**config.mk**
```make
export PLATFORM = sky130hd
export DESIGN_NAME = rps_match_engine
export DESIGN_NICKNAME = d
export VERILOG_FILES = /design/src/rtl/rps_match_engine.sv
export SDC_FILE = /design/constraint.sdc
export NUM_CORES = 1
export LEC_CHECK = 0
export CAP_MARGIN = 40
export CORE_MARGIN = 1.5
export CORE_UTILIZATION = 53
export DETAILED_ROUTE_END_ITERATION = 6
export GPL_ROUTABILITY_DRIVEN = 0
export PLACE_DENSITY = 0.75
export SYNTH_ARGS = -nofsm -noshare
export SYNTH_HDL_FRONTEND = slang
export SYNTH_SLANG_ARGS = --single-unit
```
**constraint.sdc**
```tcl
create_clock -name clk -period 3 [get_ports clk]
set_clock_uncertainty 0.15 [all_clocks]
set_input_delay 0.45 -clock clk [delete_from_list [all_inputs] [get_ports clk]]
set_output_delay 0.45 -clock clk [all_outputs]
set_load 0.005 [all_outputs]
```
**src/rtl/rps_match_engine.sv**
```systemverilog
// -----------------------------------------------------------------------------
// rps_match_engine
//
// Rock-paper-scissors match controller. Plays a first-to-ROUNDS_TO_WIN match
// capped at MAX_ROUNDS played rounds (draws count). The computer's gesture is
// reloaded when a round is armed, either from a free-running LFSR or from an
// adaptive predictor: a table indexed by the player's recent gestures, gated
// by a saturating confidence counter. Predictor state survives across matches
// and is cleared only by reset.
//
// Gesture encoding: rock=10, paper=01, scissors=00, 11=illegal/unknown.
//
// Ports:
//   clk              clock
//   reset            asynchronous, active-high reset
//   valid            single-cycle strobe qualifying player_gesture
//   player_gesture   gesture from the classifier
//   go               arm the next round from the inter-round wait
//   start            begin a new match once the current one is over
//   computer_gesture registered computer gesture for the current round
//   round_result     00 none, 01 player won, 10 computer won, 11 draw
//   player_score     rounds won by the player
//   computer_score   rounds won by the computer
//   round_count      rounds played this match
//   match_done       high while the match is over
//   winner           00 in play, 01 player, 10 computer, 11 neither
// -----------------------------------------------------------------------------
module rps_match_engine #(
    parameter int          ROUNDS_TO_WIN = 2,
    parameter int          MAX_ROUNDS    = 3,
    parameter int          SCORE_W       = 4,
    parameter int          HIST_DEPTH    = 2,
    parameter int          CONF_W        = 2,
    parameter logic [31:0] LFSR_SEED     = 32'h1
) (
    input  logic               clk,
    input  logic               reset,
    input  logic               valid,
    input  logic [1:0]         player_gesture,
    input  logic               go,
    input  logic               start,
    output logic [1:0]         computer_gesture,
    output logic [1:0]         round_result,
    output logic [SCORE_W-1:0] player_score,
    output logic [SCORE_W-1:0] computer_score,
    output logic [SCORE_W-1:0] round_count,
    output logic               match_done,
    output logic [1:0]         winner
);

    localparam int HIST_W = 2 * HIST_DEPTH;
    localparam int TBL_N  = 1 << HIST_W;

    localparam logic [1:0] ST_PLAY = 2'd0;
    localparam logic [1:0] ST_WAIT = 2'd1;
    localparam logic [1:0] ST_DONE = 2'd2;

    localparam logic [1:0] G_UNKNOWN  = 2'b11;
    localparam logic [1:0] RES_NONE   = 2'b00;
    localparam logic [1:0] RES_PLAYER = 2'b01;
    localparam logic [1:0] RES_COMP   = 2'b10;
    localparam logic [1:0] RES_DRAW   = 2'b11;

    localparam logic [SCORE_W-1:0] SCORE_ONE = SCORE_W'(1);
    localparam logic [CONF_W-1:0]  CONF_ONE  = CONF_W'(1);
    localparam logic [CONF_W-1:0]  CONF_MAX  = '1;

    // Gesture that beats g: rock->paper, paper->scissors, scissors->rock.
    function automatic logic [1:0] beater(input logic [1:0] g);
        case (g)
            2'b10:   beater = 2'b01;
            2'b01:   beater = 2'b00;
            default: beater = 2'b10;
        endcase
    endfunction

    logic [1:0]         r_state;
    logic [1:0]         r_comp;
    logic [1:0]         r_result;
    logic [SCORE_W-1:0] r_pscore;
    logic [SCORE_W-1:0] r_cscore;
    logic [SCORE_W-1:0] r_rounds;
    logic [31:0]        r_lfsr;
    logic [CONF_W-1:0]  r_conf;
    logic [HIST_W-1:0]  r_hist;
    logic [1:0]         r_table [TBL_N];

    logic               w_accept;
    logic               w_draw;
    logic               w_player_wins;
    logic [1:0]         w_pred;
    logic [1:0]         w_result;
    logic [SCORE_W-1:0] w_pscore_nxt;
    logic [SCORE_W-1:0] w_cscore_nxt;
    logic [SCORE_W-1:0] w_rounds_nxt;
    logic               w_match_end;
    logic [1:0]         w_random;
    logic [1:0]         w_reload;
    logic [HIST_W-1:0]  w_hist_nxt;
    logic               w_lfsr_fb;

    assign w_accept      = (r_state == ST_PLAY) && valid && (player_gesture != G_UNKNOWN);
    assign w_draw        = (player_gesture == r_comp);
    assign w_player_wins = (player_gesture == beater(r_comp));
    assign w_pred        = r_table[r_hist];
    assign w_lfsr_fb     = r_lfsr[31] ^ r_lfsr[29] ^ r_lfsr[25] ^ r_lfsr[24];

    // Newest gesture enters at the LSBs; the oldest falls off the top.
    generate
        if (HIST_DEPTH == 1) begin : g_hist1
            assign w_hist_nxt = player_gesture;
        end else begin : g_histn
            assign w_hist_nxt = {r_hist[HIST_W-3:0], player_gesture};
        end
    endgenerate

    // NOTE: every combinational output gets a default first so no path leaves it unassigned (no latch).
    always_comb begin
        w_result     = RES_COMP;
        w_pscore_nxt = r_pscore;
        w_cscore_nxt = r_cscore;
        if (w_draw) begin
            w_result = RES_DRAW;
        end else if (w_player_wins) begin
            w_result     = RES_PLAYER;
            w_pscore_nxt = r_pscore + SCORE_ONE;
        end else begin
            w_cscore_nxt = r_cscore + SCORE_ONE;
        end
    end

    assign w_rounds_nxt = r_rounds + SCORE_ONE;
    assign w_match_end  = (w_pscore_nxt == SCORE_W'(ROUNDS_TO_WIN)) ||
                          (w_cscore_nxt == SCORE_W'(ROUNDS_TO_WIN)) ||
                          (w_rounds_nxt == SCORE_W'(MAX_ROUNDS));

    // Random pick skips the illegal code by falling back to the next LFSR pair.
    always_comb begin
        w_random = 2'b00;
        if (r_lfsr[1:0] != G_UNKNOWN) begin
            w_random = r_lfsr[1:0];
        end else if (r_lfsr[3:2] != G_UNKNOWN) begin
            w_random = r_lfsr[3:2];
        end
    end

    // Predict only when confident and the table has seen this history.
    assign w_reload = (r_conf[CONF_W-1] && (w_pred != G_UNKNOWN)) ? beater(w_pred) : w_random;

    // Match sequencing, scores and the LFSR.
    // NOTE: sequential state uses non-blocking assignments so every register samples pre-edge values.
    always_ff @(posedge clk or posedge reset) begin
        if (reset) begin
            r_state  <= ST_PLAY;
            r_comp   <= 2'b00;
            r_result <= RES_NONE;
            r_pscore <= '0;
            r_cscore <= '0;
            r_rounds <= '0;
            r_lfsr   <= LFSR_SEED;
        end else begin
            r_lfsr <= {r_lfsr[30:0], w_lfsr_fb};
            case (r_state)
                ST_PLAY: begin
                    if (w_accept) begin
                        r_pscore <= w_pscore_nxt;
                        r_cscore <= w_cscore_nxt;
                        r_rounds <= w_rounds_nxt;
                        r_result <= w_result;
                        r_state  <= w_match_end ? ST_DONE : ST_WAIT;
                    end
                end
                ST_WAIT: begin
                    if (go) begin
                        r_comp  <= w_reload;
                        r_state <= ST_PLAY;
                    end
                end
                ST_DONE: begin
                    if (start) begin
                        r_pscore <= '0;
                        r_cscore <= '0;
                        r_rounds <= '0;
                        r_result <= RES_NONE;
                        r_comp   <= w_reload;
                        r_state  <= ST_PLAY;
                    end
                end
                default: r_state <= ST_PLAY;
            endcase
        end
    end

    // Predictor: learns on every accepted round, kept across matches.
    // NOTE: the table is reset explicitly because a cleared table means "unknown", which gates prediction.
    always_ff @(posedge clk or posedge reset) begin
        if (reset) begin
            r_conf <= '0;
            r_hist <= '1;
            for (int i = 0; i < TBL_N; i++) begin
                r_table[i] <= G_UNKNOWN;
            end
        end else if (w_accept) begin
            if (w_pred != G_UNKNOWN) begin
                if (w_pred == player_gesture) begin
                    if (r_conf != CONF_MAX) r_conf <= r_conf + CONF_ONE;
                end else begin
                    if (r_conf != '0) r_conf <= r_conf - CONF_ONE;
                end
            end
            r_table[r_hist] <= player_gesture;
            r_hist          <= w_hist_nxt;
        end
    end

    always_comb begin
        winner = 2'b00;
        if (r_state == ST_DONE) begin
            if (r_pscore > r_cscore)      winner = 2'b01;
            else if (r_cscore > r_pscore) winner = 2'b10;
            else                          winner = 2'b11;
        end
    end

    assign computer_gesture = r_comp;
    assign round_result     = r_result;
    assign player_score     = r_pscore;
    assign computer_score   = r_cscore;
    assign round_count      = r_rounds;
    assign match_done       = (r_state == ST_DONE);

endmodule

```
==> results.sh, run 1 <==
export IMPL_total_placed_cells_including_tap_cells=460
export IMPL_crit_path_end_kind="flop"
export IMPL_cp_data_required_time_ps=3090
export IMPL_netSwitchingPower_mw=1.85
export IMPL_tritoncts_num_sinks=88
export IMPL_grt_first_pass_wirelength_um=13300
export IMPL_main_flop_type_after_synthesis="sky130_fd_sc_hd__dfrtp_1"
export IMPL_mappedNetlistArea_um2=4110
export IMPL_cellInternalPower_mw=3.18
export IMPL_clk_pin_slew_ps=90
export IMPL_clk_root_buffer_cell="sky130_fd_sc_hd__clkbuf_8"
export IMPL_fillCellCount=579
export IMPL_finalWorstPathRequiredPeriod_ps=2880
export IMPL_cp_data_arrival_time_ps=2980
export IMPL_power_leakage_nw=2.09
export IMPL_via_per_inst=5.55
export IMPL_core_area_um2=7370
export IMPL_final_antenna_net_count=0
export IMPL_worstSkewPairLatency_ps=350
export IMPL_globalRoute_totalOverflow=0
export IMPL_synth_async_sr_flop_share_pct=100
export IMPL_worstPathMaxFanout=6
export IMPL_mostFrequentLayoutCell="sky130_fd_sc_hd__dfrtp_1"
export IMPL_final_cell_mix="sky130_fd_sc_hd__dfrtp_1, sky130_fd_sc_hd__dfstp_2, sky130_fd_sc_hd__nand2_1"
export IMPL_postCtsHoldBufs=0
export IMPL_area_grow_syn2layout_pct=16.4
export IMPL_timing_final_crit_share_pct=96.1
export IMPL_remaining_drc_errors=0
export IMPL_initial_core_util_pct=55.8
export IMPL_top_ports=26
export IMPL_series_of_cell_instances_along_the_critical_path="mux4_2 -> mux2i_2 -> mux2_4 -> inv_1 -> ha_1 -> nand2b_4 -> a31o_4 -> nor3b_2 -> o21ai_1 -> o311a_1"
export IMPL_multi_input_comb_area_um2=1770
export IMPL_cts_tree="done"
export IMPL_outcome="finished, final reports clean"
export IMPL_total_power_consumption_of_the_routed_design_mw=5.03
export IMPL_timing_critical_path_from="r_hist[0]$_DFFE_PP1P_"
export IMPL_postSynthNetCount=360
export IMPL_cap_violations=0
export IMPL_switching_share_pct=36.7
export IMPL_crit_cells=10
export IMPL_detailedRoute_firstIterationViolations=129
export IMPL_synth_enable_flop_cells=0
export IMPL_die_h_um=91.1
export IMPL_max_slew_headroom_at_the_worst_pin_pct=49.5
export IMPL_post_synth_xor_area_fraction_pct=3.16
export IMPL_routed_wl_um=7970
export IMPL_min_from="r_lfsr[26]$_DFF_PP0_"
export IMPL_drt_wirelength_per_cell_um=16.5
export IMPL_cellPowerDensity_nw_per_um2=1050
export IMPL_yosysWarningCount=0
export IMPL_die_width_um=91.1
export IMPL_antenna_found_initial=0
export IMPL_power_frac_comb_pct=44.7
export IMPL_hold_path_endpoint="r_lfsr[27]$_DFF_PP0_"
export IMPL_fin_setup_tns_ps=0
export IMPL_reg2reg_from="r_hist[0]$_DFFE_PP1P_"
export IMPL_fp_dieArea_um2=8290
export IMPL_min_delay_path_depth=0
export IMPL_hold_path_class="flop to flop"
export IMPL_seqCellArea_um2=2250
export IMPL_initial_drt_pass_iterations=4
export IMPL_synth_simple_gate_area_share_pct=11.3
export IMPL_worstRegToRegCells=10
export IMPL_place_port_buffers=25
export IMPL_reg2reg_setup_slack_ps=120
export IMPL_buffer_levels_on_the_longest_clock_path=2
export IMPL_synth_compound_area_share_pct=9.46
export IMPL_timing_final_max_slew_violations=0
export IMPL_synth_distinct_cells=49
export IMPL_grt_total_usage_pct=20.5
export IMPL_stdcell_count=484
export IMPL_critical_path_reg2reg_endpoint="computer_gesture[1]$_DFFE_PP0P_"
export IMPL_number_of_hold_slack_violations_in_the_final_timing_report=0
export IMPL_synth_top_family_by_area="multiplexers"
export IMPL_dr_total_vias=2687
export IMPL_cpPeakStageDelay_ps=680
export IMPL_hpwl_um=5210
export IMPL_max_vdd_ir_drop_v=0.000693
export IMPL_power_share_clock_pct=14.6
export IMPL_max_freq_ghz=0.347
export IMPL_ys_ff_latch=88
export IMPL_maximum_number_of_pins_on_one_net_before_global_route_repair=54
export IMPL_antenna_cells_inserted=0
export IMPL_start_kind="flop"
export IMPL_cp_num_buf_inv=1
export IMPL_hold_worst_slack_ps=196
export IMPL_layout_nets=398
export IMPL_grt_pass1_vias=2685
export IMPL_adder_cell_share_of_the_synthesized_area_pct=3.35
export IMPL_setup_viol=0
export IMPL_worstMarginPinSlew_ps=757
export IMPL_sequentialPowerShare_pct=40.7
export IMPL_share_of_synthesized_area_spent_on_multiplexers_pct=14.8
export IMPL_clock_tree_htree_level_count=3
export IMPL_number_of_placement_rows=31
export IMPL_crit_family="multiplexers"
export IMPL_critical_path_s_slowest_cell="sky130_fd_sc_hd__dfstp_4"
export IMPL_netlist_instances=342
export IMPL_cts_inserted_buffers=9
export IMPL_post_route_cells_drive_above_1_share_pct=30.6
export IMPL_yosysSeqAreaShare_pct=54.7
export IMPL_timing_setup_critical_path_class="flop to flop"
export IMPL_post_synth_cell_area_avg_um2=12.0
-- layout make-up --
type / count / share of cell area, %
Sequential cell: 88 / 47.1
Tap cell: 99 / 2.59
Multi-Input combinational cell: 225 / 37.0
Clock inverter: 6 / 0.941
Inverter: 13 / 1.05
Clock buffer: 10 / 2.67
Timing Repair Buffer: 43 / 8.63
-- cells by family (layout without fill, tap and decap cells) --
kind of cell / after synthesis / after routing
fa+ha+maj: 11 / 11
mux: 49 / 49
xor+xnor: 14 / 14
flops: 88 / 88
buf+inv: 29 / 72
compound gates: 57 / 57
simple gates: 94 / 94
-- power groups by stage --
stage | Combinational, mW | Clock, mW | Sequential (mW)
6_report | 2.25 | 0.734 | 2.05
5_1_grt | 2.48 | 0.812 | 2.10
4_1_cts | 1.98 | 0.760 | 2.04
3_5_place_dp | 1.95 | 0 | 2.06
3_3_place_gp | 1.90 | 0 | 2.06
2_1_floorplan | 1.54 | 0 | 1.86
-- state kept, by name (all words and copies together), names as in the netlist --
name	cells
computer_gesture	2
computer_score	4
player_score	4
r_conf	2
r_hist	4
r_lfsr	32
r_state	2
r_table	32
round_count	4
round_result	2
-- layer usage --
metal  GRT usage, %  vias up  part of all wire [%]
met3           4.94        4                   2.9
met4           6.25        0                  0.67
met5              0        -                     0
met2           30.8       53                    47
li1               -     1279                     -
met1           29.5     1351                    49
-- through the flow --
stage,worst slack [ps],instance area [µm²],util [%]
after floorplan,135,4110,-
after global placement,116,4490,60.9
after detailed placement,30.5,4490,60.9
after CTS,3.89,4670,63.4
after global routing,-39.2,4790,64.9
final,116,4790,64.9
-- worst register-to-register path: cells and delay by family, from the launching register on --
family	cells	cell delay (ps)
flops	1	680
simple gates	2	320
compound gates	3	420
buf+inv	1	40
mux	3	960
fa+ha+maj	1	200
-- how the worst max path moves through the flow --
stage,slack [ps],endpoint
2_1_floorplan,140,computer_gesture[1]$_DFFE_PP0P_
3_3_place_gp,120,computer_gesture[1]$_DFFE_PP0P_
3_5_place_dp,30,computer_gesture[1]$_DFFE_PP0P_
4_1_cts,4,winner[0]
5_1_grt,-40,computer_gesture[0]$_DFFE_PP0P_
6_report,120,computer_gesture[1]$_DFFE_PP0P_
-- cell usage after synthesis (all sizes together), types with 3 or more instances --
cell     n  share of area (%)
dfrtp   51                 31
dfstp   37                 24
mux2    34                9.3
nand2   33                3.1
o21ai   20                2.4
nor2    19                1.7
inv     13                1.2
nand3   12                1.5
ha      11                3.3
buf      9                1.4
mux2i    9                2.2
a21oi    8                1.1
xnor2    8                1.9
clkbuf   7               0.64
o22ai    7                1.1
mux4     6                3.3
xor2     6                1.3
nand2b   5               0.76
nor2b    5               0.76
nor3b    5                1.0
and2     4               0.61
nand4    4               0.61
a21o     3               0.55
nand3b   3               0.55
-- timing repair --
action,in CTS,in global routing
gates resized for setup,1,14
hold endpoints to repair,0,0
pin swaps,0,2
buffers inserted,1,7
endpoints found under the setup margin,1,5
No activity file was read; power rests on OpenSTA's default activity.
==> run 2, diff against run 1 <==
Settings changed: SLEW_MARGIN set to 20.
==> results of run 2 <==
Same layout as run 1: the final DEF is identical, and so are final timing and power.
